**config.mk**
```make
export PLATFORM = sky130hd
export DESIGN_NAME = maze_walker_param_flat
export DESIGN_NICKNAME = d
export VERILOG_FILES = /design/src/rtl/maze_walker_param_pkg.sv /design/src/rtl/maze_walker_param_if.sv /design/src/rtl/maze_walker_param_neighbour.sv /design/src/rtl/maze_walker_param.sv /design/src/flat_wrapper.sv
export SDC_FILE = /design/constraint.sdc
export NUM_CORES = 1
export LEC_CHECK = 0
export BUFFER_PORTS_ARGS = -buffer_cell sky130_fd_sc_hd__buf_2
export CAP_MARGIN = 5
export CORE_AREA = 2 2 116 118
export DETAILED_ROUTE_END_ITERATION = 8
export DIE_AREA = 0 0 118 120
export PLACE_DENSITY = 0.55
export SLEW_MARGIN = 20
export SYNTH_ARGS = -nofsm -noshare
export SYNTH_HDL_FRONTEND = slang
export SYNTH_HIERARCHICAL = 1
export SYNTH_SLANG_ARGS = --single-unit
export TNS_END_PERCENT = 100
```
**constraint.sdc**
```tcl
create_clock -name clk -period 6 [get_ports clk]
set_input_delay 0.3 -clock clk [delete_from_list [all_inputs] [get_ports clk]]
set_output_delay 0.3 -clock clk [all_outputs]
set_load 0.005 [all_outputs]
```
**src/rtl/maze_walker_param_pkg.sv**
```systemverilog
// maze_pkg: shared headings, FSM states and turn helpers for the wall-follower maze walker.
package maze_pkg;
   typedef enum logic [1:0] {DIR_N, DIR_E, DIR_S, DIR_W} dir_t;
   typedef enum logic [2:0] {IDLE, MARK, PROBE, EVAL, MOVE, DONE, FAIL} state_t;
   localparam logic HAND_RIGHT = 1'b0;
   localparam logic HAND_LEFT  = 1'b1;
   function automatic dir_t turn_right(dir_t d);
      return dir_t'(d + 2'd1);
   endfunction
   function automatic dir_t turn_left(dir_t d);
      return dir_t'(d - 2'd1);
   endfunction
   function automatic dir_t turn_back(dir_t d);
      return dir_t'(d + 2'd2);
   endfunction
   // try order: hand side, forward, opposite hand, back
   function automatic dir_t try_dir(dir_t d, logic hand, logic [1:0] k);
      return k == 2'd0 ? (hand == HAND_RIGHT ? turn_right(d) : turn_left(d)) :
             k == 2'd1 ? d :
             k == 2'd2 ? (hand == HAND_RIGHT ? turn_left(d) : turn_right(d)) : turn_back(d);
   endfunction
endpackage

```
**src/rtl/maze_walker_param_if.sv**
```systemverilog
// maze_walker_param_if: controller handshake and maze RAM port of the walker.
interface maze_walker_param_if #(
   parameter int ROW_W  = 6,
   parameter int COL_W  = 6,
   parameter int STEP_W = 16
);
   logic              start, hand, maze_in, maze_oe, maze_we, busy, done, fail;
   logic [1:0]        start_dir;
   logic [ROW_W-1:0]  starting_row, row;
   logic [COL_W-1:0]  starting_col, col;
   logic [STEP_W-1:0] steps;
   modport master (input start, hand, start_dir, starting_row, starting_col, maze_in,
                   output row, col, maze_oe, maze_we, busy, done, fail, steps);
   modport slave  (output start, hand, start_dir, starting_row, starting_col, maze_in,
                   input row, col, maze_oe, maze_we, busy, done, fail, steps);
endinterface

```
**src/rtl/maze_walker_param_neighbour.sv**
```systemverilog
// maze_neighbour: neighbour cell of (row,col) in a heading, with bounds and border flags.
module maze_neighbour import maze_pkg::*; #(
   parameter int ROWS  = 64,
   parameter int COLS  = 64,
   parameter int ROW_W = 6,
   parameter int COL_W = 6
) (
   input  logic [ROW_W-1:0] i_row,
   input  logic [COL_W-1:0] i_col,
   input  dir_t             i_dir,
   output logic [ROW_W-1:0] o_row,
   output logic [COL_W-1:0] o_col,
   output logic             o_in_bounds,
   output logic             o_on_border
);
   localparam logic [ROW_W:0]   R_ONE  = (ROW_W+1)'(1);
   localparam logic [ROW_W:0]   R_LIM  = (ROW_W+1)'(ROWS);
   localparam logic [ROW_W-1:0] R_LAST = ROW_W'(ROWS - 1);
   localparam logic [COL_W:0]   C_ONE  = (COL_W+1)'(1);
   localparam logic [COL_W:0]   C_LIM  = (COL_W+1)'(COLS);
   localparam logic [COL_W-1:0] C_LAST = COL_W'(COLS - 1);
   logic [ROW_W:0] w_r;
   logic [COL_W:0] w_c;
   // one extra bit so 0-1 wraps above the limit and last+1 lands on it
   assign w_r = i_dir == DIR_S ? {1'b0, i_row} + R_ONE :
                i_dir == DIR_N ? {1'b0, i_row} - R_ONE : {1'b0, i_row};
   assign w_c = i_dir == DIR_E ? {1'b0, i_col} + C_ONE :
                i_dir == DIR_W ? {1'b0, i_col} - C_ONE : {1'b0, i_col};
   assign o_row       = w_r[ROW_W-1:0];
   assign o_col       = w_c[COL_W-1:0];
   assign o_in_bounds = w_r < R_LIM && w_c < C_LIM;
   assign o_on_border = o_row == '0 || o_row == R_LAST || o_col == '0 || o_col == C_LAST;
endmodule

```
**src/rtl/maze_walker_param.sv**
```systemverilog
// maze_walker_param: wall-follower maze solver driving a synchronous maze RAM.
module maze_walker_param import maze_pkg::*; #(
   parameter int ROWS      = 64,
   parameter int COLS      = 64,
   parameter int MAX_STEPS = 4096,
   parameter int STEP_W    = 16
) (
   input logic clk,
   input logic rst_n,
   maze_walker_param_if.master bus
);
   localparam int ROW_W = $clog2(ROWS);
   localparam int COL_W = $clog2(COLS);
   localparam logic [STEP_W-1:0] LIMIT = STEP_W'(MAX_STEPS);
   state_t            r_state;
   dir_t              r_dir;
   logic              r_hand, r_oe, r_we, r_busy, r_done, r_fail, r_bord, r_exit;
   logic [1:0]        r_k;
   logic [ROW_W-1:0]  r_cur_row, r_start_row, r_row;
   logic [COL_W-1:0]  r_cur_col, r_start_col, r_col;
   logic [STEP_W-1:0] r_steps;
   dir_t              w_tdir [2];
   logic [ROW_W-1:0]  w_nrow [2];
   logic [COL_W-1:0]  w_ncol [2];
   logic [1:0]        w_ib, w_bd;
   // lane 0 looks at the current try, lane 1 at the next one, so outputs stay registered
   for (genvar j = 0; j < 2; j++) begin : g_nbr
      assign w_tdir[j] = try_dir(r_dir, r_hand, r_k + 2'(j));
      maze_neighbour #(.ROWS(ROWS), .COLS(COLS), .ROW_W(ROW_W), .COL_W(COL_W)) u_nbr (
         .i_row(r_cur_row), .i_col(r_cur_col), .i_dir(w_tdir[j]),
         .o_row(w_nrow[j]), .o_col(w_ncol[j]), .o_in_bounds(w_ib[j]), .o_on_border(w_bd[j]));
   end
   always_ff @(posedge clk or negedge rst_n) begin
      if (!rst_n) begin
         r_state <= IDLE;
         r_dir <= DIR_N;
         {r_hand, r_oe, r_we, r_busy, r_done, r_fail, r_bord, r_exit} <= '0;
         r_k <= '0;
         {r_cur_row, r_start_row, r_row} <= '0;
         {r_cur_col, r_start_col, r_col} <= '0;
         r_steps <= '0;
      end else begin
         case (r_state)
            IDLE: if (bus.start) begin
               {r_cur_row, r_start_row, r_row} <= {3{bus.starting_row}};
               {r_cur_col, r_start_col, r_col} <= {3{bus.starting_col}};
               r_dir <= dir_t'(bus.start_dir);
               r_hand <= bus.hand;
               {r_done, r_fail, r_steps, r_k} <= '0;
               {r_busy, r_we} <= 2'b11;
               r_state <= MARK;
            end
            MARK: begin
               r_we <= 1'b0;
               {r_row, r_col, r_oe, r_bord} <= {w_nrow[0], w_ncol[0], w_ib[0], w_bd[0]};
               r_state <= PROBE;
            end
            PROBE: if (r_oe) begin
               r_oe <= 1'b0;
               r_state <= EVAL;
            end else if (r_k == 2'd3) begin
               {r_fail, r_busy} <= 2'b10;
               r_state <= FAIL;
            end else begin
               r_k <= r_k + 2'd1;
               {r_row, r_col, r_oe, r_bord} <= {w_nrow[1], w_ncol[1], w_ib[1], w_bd[1]};
            end
            EVAL: if (!bus.maze_in) begin
               {r_cur_row, r_cur_col} <= {r_row, r_col};
               r_dir <= w_tdir[0];
               r_k <= '0;
               r_steps <= r_steps + STEP_W'(r_steps != '1);
               r_exit <= r_bord && (r_row != r_start_row || r_col != r_start_col);
               r_we <= 1'b1;
               r_state <= MOVE;
            end else if (r_k == 2'd3) begin
               {r_fail, r_busy} <= 2'b10;
               r_state <= FAIL;
            end else begin
               r_k <= r_k + 2'd1;
               {r_row, r_col, r_oe, r_bord} <= {w_nrow[1], w_ncol[1], w_ib[1], w_bd[1]};
               r_state <= PROBE;
            end
            MOVE: begin
               r_we <= 1'b0;
               if (r_exit) begin
                  {r_done, r_busy} <= 2'b10;
                  r_state <= DONE;
               end else if (r_steps == LIMIT) begin
                  {r_fail, r_busy} <= 2'b10;
                  r_state <= FAIL;
               end else begin
                  {r_row, r_col, r_oe, r_bord} <= {w_nrow[0], w_ncol[0], w_ib[0], w_bd[0]};
                  r_state <= PROBE;
               end
            end
            default: r_state <= IDLE;
         endcase
      end
   end
   assign bus.row     = r_row;
   assign bus.col     = r_col;
   assign bus.maze_oe = r_oe;
   assign bus.maze_we = r_we;
   assign bus.busy    = r_busy;
   assign bus.done    = r_done;
   assign bus.fail    = r_fail;
   assign bus.steps   = r_steps;
endmodule
```
**src/flat_wrapper.sv**
```systemverilog
// flat-port wrapper written by rule: the top's interface ports become plain ports
module maze_walker_param_flat import maze_pkg::*;
#(
   parameter int ROWS      = 64,
   parameter int COLS      = 64,
   parameter int MAX_STEPS = 4096,
   parameter int STEP_W    = 16
)
  (clk, rst_n, bus_start, bus_hand, bus_start_dir, bus_starting_row, bus_starting_col, bus_maze_in, bus_row, bus_col, bus_maze_oe, bus_maze_we, bus_busy, bus_done, bus_fail, bus_steps);
  maze_walker_param_if #(.STEP_W(STEP_W)) bus_i ();
  input logic clk;
  input logic rst_n;
  input wire logic [$bits(bus_i.start)-1:0] bus_start;
  input wire logic [$bits(bus_i.hand)-1:0] bus_hand;
  input wire logic [$bits(bus_i.start_dir)-1:0] bus_start_dir;
  input wire logic [$bits(bus_i.starting_row)-1:0] bus_starting_row;
  input wire logic [$bits(bus_i.starting_col)-1:0] bus_starting_col;
  input wire logic [$bits(bus_i.maze_in)-1:0] bus_maze_in;
  output wire logic [$bits(bus_i.row)-1:0] bus_row;
  output wire logic [$bits(bus_i.col)-1:0] bus_col;
  output wire logic [$bits(bus_i.maze_oe)-1:0] bus_maze_oe;
  output wire logic [$bits(bus_i.maze_we)-1:0] bus_maze_we;
  output wire logic [$bits(bus_i.busy)-1:0] bus_busy;
  output wire logic [$bits(bus_i.done)-1:0] bus_done;
  output wire logic [$bits(bus_i.fail)-1:0] bus_fail;
  output wire logic [$bits(bus_i.steps)-1:0] bus_steps;
  assign bus_i.start = bus_start;
  assign bus_i.hand = bus_hand;
  assign bus_i.start_dir = bus_start_dir;
  assign bus_i.starting_row = bus_starting_row;
  assign bus_i.starting_col = bus_starting_col;
  assign bus_i.maze_in = bus_maze_in;
  assign bus_row = bus_i.row;
  assign bus_col = bus_i.col;
  assign bus_maze_oe = bus_i.maze_oe;
  assign bus_maze_we = bus_i.maze_we;
  assign bus_busy = bus_i.busy;
  assign bus_done = bus_i.done;
  assign bus_fail = bus_i.fail;
  assign bus_steps = bus_i.steps;
  maze_walker_param #(.ROWS(ROWS), .COLS(COLS), .MAX_STEPS(MAX_STEPS), .STEP_W(STEP_W)) u_core (.clk(clk), .rst_n(rst_n), .bus(bus_i));
endmodule
```
==> flow_summary.yaml <==
run_status:
  status: "complete, no violations"
power_and_ir_drop:
  p_per_area_nw_per_um2: 660.1
  p_leak_uw: 0.002550
  ir_drop_mv: 0.2225
global_route:
  grt_pass1_vias: 4383
  track_usage_pct: 20.94
  antenna_found_initial: 0
  grt_first_pass_wirelength_um: 23260
  grt-ovfl-total: 0
  grt_max_degree: 73
worst_setup_path:
  crit_slowest_cell: "xor2_1"
  worstSetupStartpointType: "flop"
  critical-path-top-delay-family: "simple AND/OR/NAND/NOR gates"
  crit_arrival_ns: 3.85
  required_ns: 6.25
  worst-path-buf-inv: 0
  worstSetupPathType: "reg -> reg"
  worstPathCellList: "xor2_1, xor2_1, nand3_1, nor3b_1, a31oi_2, xnor2_2, or4_1, nand3_1, nand3b_1, mux2i_1, nor4_2"
  reg2reg_to: "u_core/r_bord"
  rr_worst_depth: 11
  r2r_setup_slack_ns: 2.40
  worst-path-max-fanout: 14
  critPathCaptureType: "flop"
  cp-startpoint: "u_core/r_k[1]"
  reg2reg_from: "u_core/r_k[1]"
  critPathMaxStageDelay_ns: 0.87
finish:
  antenna_cells: 0
  syn_to_final_growth_pct: 13.15
  final_cell_area_um2: 5619
  nFillCells: 1303
  finalNetCount: 659
  drive_above_1_share_pct: 17.80
timing:
  hold_violations: 0
  fin_setup_tns_ns: 0
  tightest_slew_ns: 1.050
  period_share_pct: 59.96
  max_freq_ghz: 0.2779
  setup_viol_count_final: 0
  layout_min_cycle_time_ns: 3.598
  relSlewSlack_pct: 29.76
  maxSlewViolCount: 0
  skew_ns: 0.006599
  rsz0062_at_grt: "no"
detailed_routing:
  drc_errors: 0
  firstDrtPassIters: 5
  via_count: 4568
  wirelength_um: 14240
  vias_per_cell: 5.633
  drtIter0Drc: 380
  final_antenna_net_count: 0
  avgRoutedWirePerCell_um: 17.55
cts:
  clkTransAtPathRegs_ns: 0.06
  htreeDepth: 3
  cts_resized: 0
  postCtsHoldBufs: 0
  root_buffer: "clkbuf_16"
  clkSinkCount: 67
  worstSkewPairLatency_ns: 0.35
  cts_buffer_depth: 2
  numCtsBuffers: 9
  postCtsSetupBuffers: 0
  cts_tree: "done"
logic_synthesis:
  synthesis.instances: 596
  synthDistinctLibCells: 63
  yosysWarnings: 6
  seq_area_frac_synth_pct: 33.76
  synth-edff-count: 0
  yosys.area.top_type: "dfrtp_1"
  synth_area_leaders: "dfrtp_1, nand2_1, xnor2_1"
  synth_area_um2: 4966
  synth_nets: 625
  synthArstFlopShare_pct: 100.0
  synth-main-ff-cell: "dfrtp_1"
  netlist.area_leader.share_pct: 33.76
  synth-seq-cells: 67
  syn_area_per_cell_um2: 8.332
placement:
  dp_hpwl_um: 9941
  placed_area_um2: 5343
  place_congestion: 0.8612
  numPortBuffers: 51
floorplan:
  fp.dieW_um: 118
  start_util_pct: 38.26
  core-area_um2: 12980
  die_height_um: 120
  io_pins: 52
  dieArea_um2: 14160
  rows: 42
worst_hold_path:
  min-delay-path-class: "in -> async"
job:
  cap_violations: 0
[placed cells by master, fill, tap and decap left out, types with 19 or more instances in the layout]
| cell type | synthesis | layout |
|---|---|---|
| nand4_1 | 22 | 22 |
| a21oi_1 | 23 | 22 |
| xor2_1 | 25 | 25 |
| nor2_1 | 65 | 64 |
| nand2_1 | 104 | 104 |
| xnor2_1 | 29 | 28 |
| buf_2 | 7 | 51 |
| inv_1 | 19 | 19 |
| dfrtp_1 | 67 | 66 |
| o21ai_0 | 34 | 34 |
[final cells by class]
class                   instances  area [um^2]  share of cell area (%)
clock buffers                   9        225.2                   4.008
inverters                      19        71.32                   1.269
multi-input cells             474         3065                   54.55
well taps                     176        220.2                   3.919
clock inverters                 7        43.79                  0.7793
repair buffers                 59        315.3                   5.611
flip-flops and latches         67         1678                   29.86
[sequential cells by signal, summed over array words and instances (netlist names)]
register	flops
u_core/r_hand	1
u_core/bus.row	6
u_core/r_dir	2
u_core/r_exit	1
u_core/r_start_col	6
u_core/bus.fail	1
u_core/r_start_row	6
u_core/bus.maze_oe	1
u_core/r_state	3
u_core/r_cur_row	6
u_core/r_k	2
u_core/bus.busy	1
u_core/bus.steps	16
u_core/bus.done	1
u_core/bus.maze_we	1
u_core/r_cur_col	6
u_core/r_bord	1
u_core/bus.col	6
[synthesized netlist by cell type, drive strengths merged (2+ instances only)]
master,instances
o22ai,9
nor4b,2
nand2,105
nand3b,2
or2,2
nand3,11
mux2i,8
a22oi,17
o31ai,4
nor2b,2
nor2,65
a221o,14
and2,3
a21oi,23
ha,10
a31oi,4
nand4,22
nor3,8
xor2,25
dfrtp,67
nor4,9
xnor2,31
clkbuf,20
and4b,4
and4,3
o21ai,36
buf,16
and3,10
a2bb2oi,2
inv,19
mux2,14
nor3b,3
nand2b,3
a311oi,2
and4bb,2
or4,8
[through the flow]
step / std cells / power, uW / hold WS (ns) / util, % / setup slack [ns]
CTS: 811 / 3716 / 0.1306 / 43.23 / 2.424
finish: 811 / 3709 / 0.1424 / 43.29 / 2.402
global route: 811 / 4038 / 0.1315 / 43.29 / 2.038
detailed placement: 795 / 3211 / 0.4787 / 41.16 / 2.446
floorplan: 596 / 2668 / 0.004409 / - / 3.143
global placement: 795 / 3169 / 0.4684 / 41.16 / 2.540
[logic make-up (layout without fill, tap and decap cells)]
group / Yosys count / count (layout) / synth area share, %
compound gates: 119 / 119 / 15.97
mux: 22 / 22 / 5.543
flops: 67 / 67 / 33.76
buf+inv: 55 / 94 / 4.787
fa+ha+maj: 10 / 10 / 2.520
xor+xnor: 56 / 56 / 10.18
simple gates: 267 / 267 / 27.24
[metal layers]
layer | vias to the layer above | share of wire (%) | track usage [%]
li1 | 2191 | - | -
met1 | 2221 | 43 | 25.90
met2 | 127 | 50 | 35.32
met3 | 29 | 4.4 | 4.753
met4 | 0 | 2.7 | 8.509
met5 | - | 0 | 0
[worst max path at each step]
stage / slack (ns) / endpoint / cells past startpoint
detailed placement: 2.45 / u_core/r_bord / 13
global route: 2.04 / u_core/r_bord / 11
finish: 2.40 / u_core/r_bord / 11
global placement: 2.54 / u_core/r_bord / 13
CTS: 2.42 / u_core/r_bord / 13
floorplan: 3.14 / u_core/r_bord / 13
[power breakdown]
group | internal (uW) | switching [uW] | total, uW | leakage, uW
logic | 1000 | 1280 | 2280 | 0.00159
registers | 635 | 307 | 942 | 0.000825
clock network | 278 | 208 | 486 | 0.000131
(Power assumes the default switching activity.)
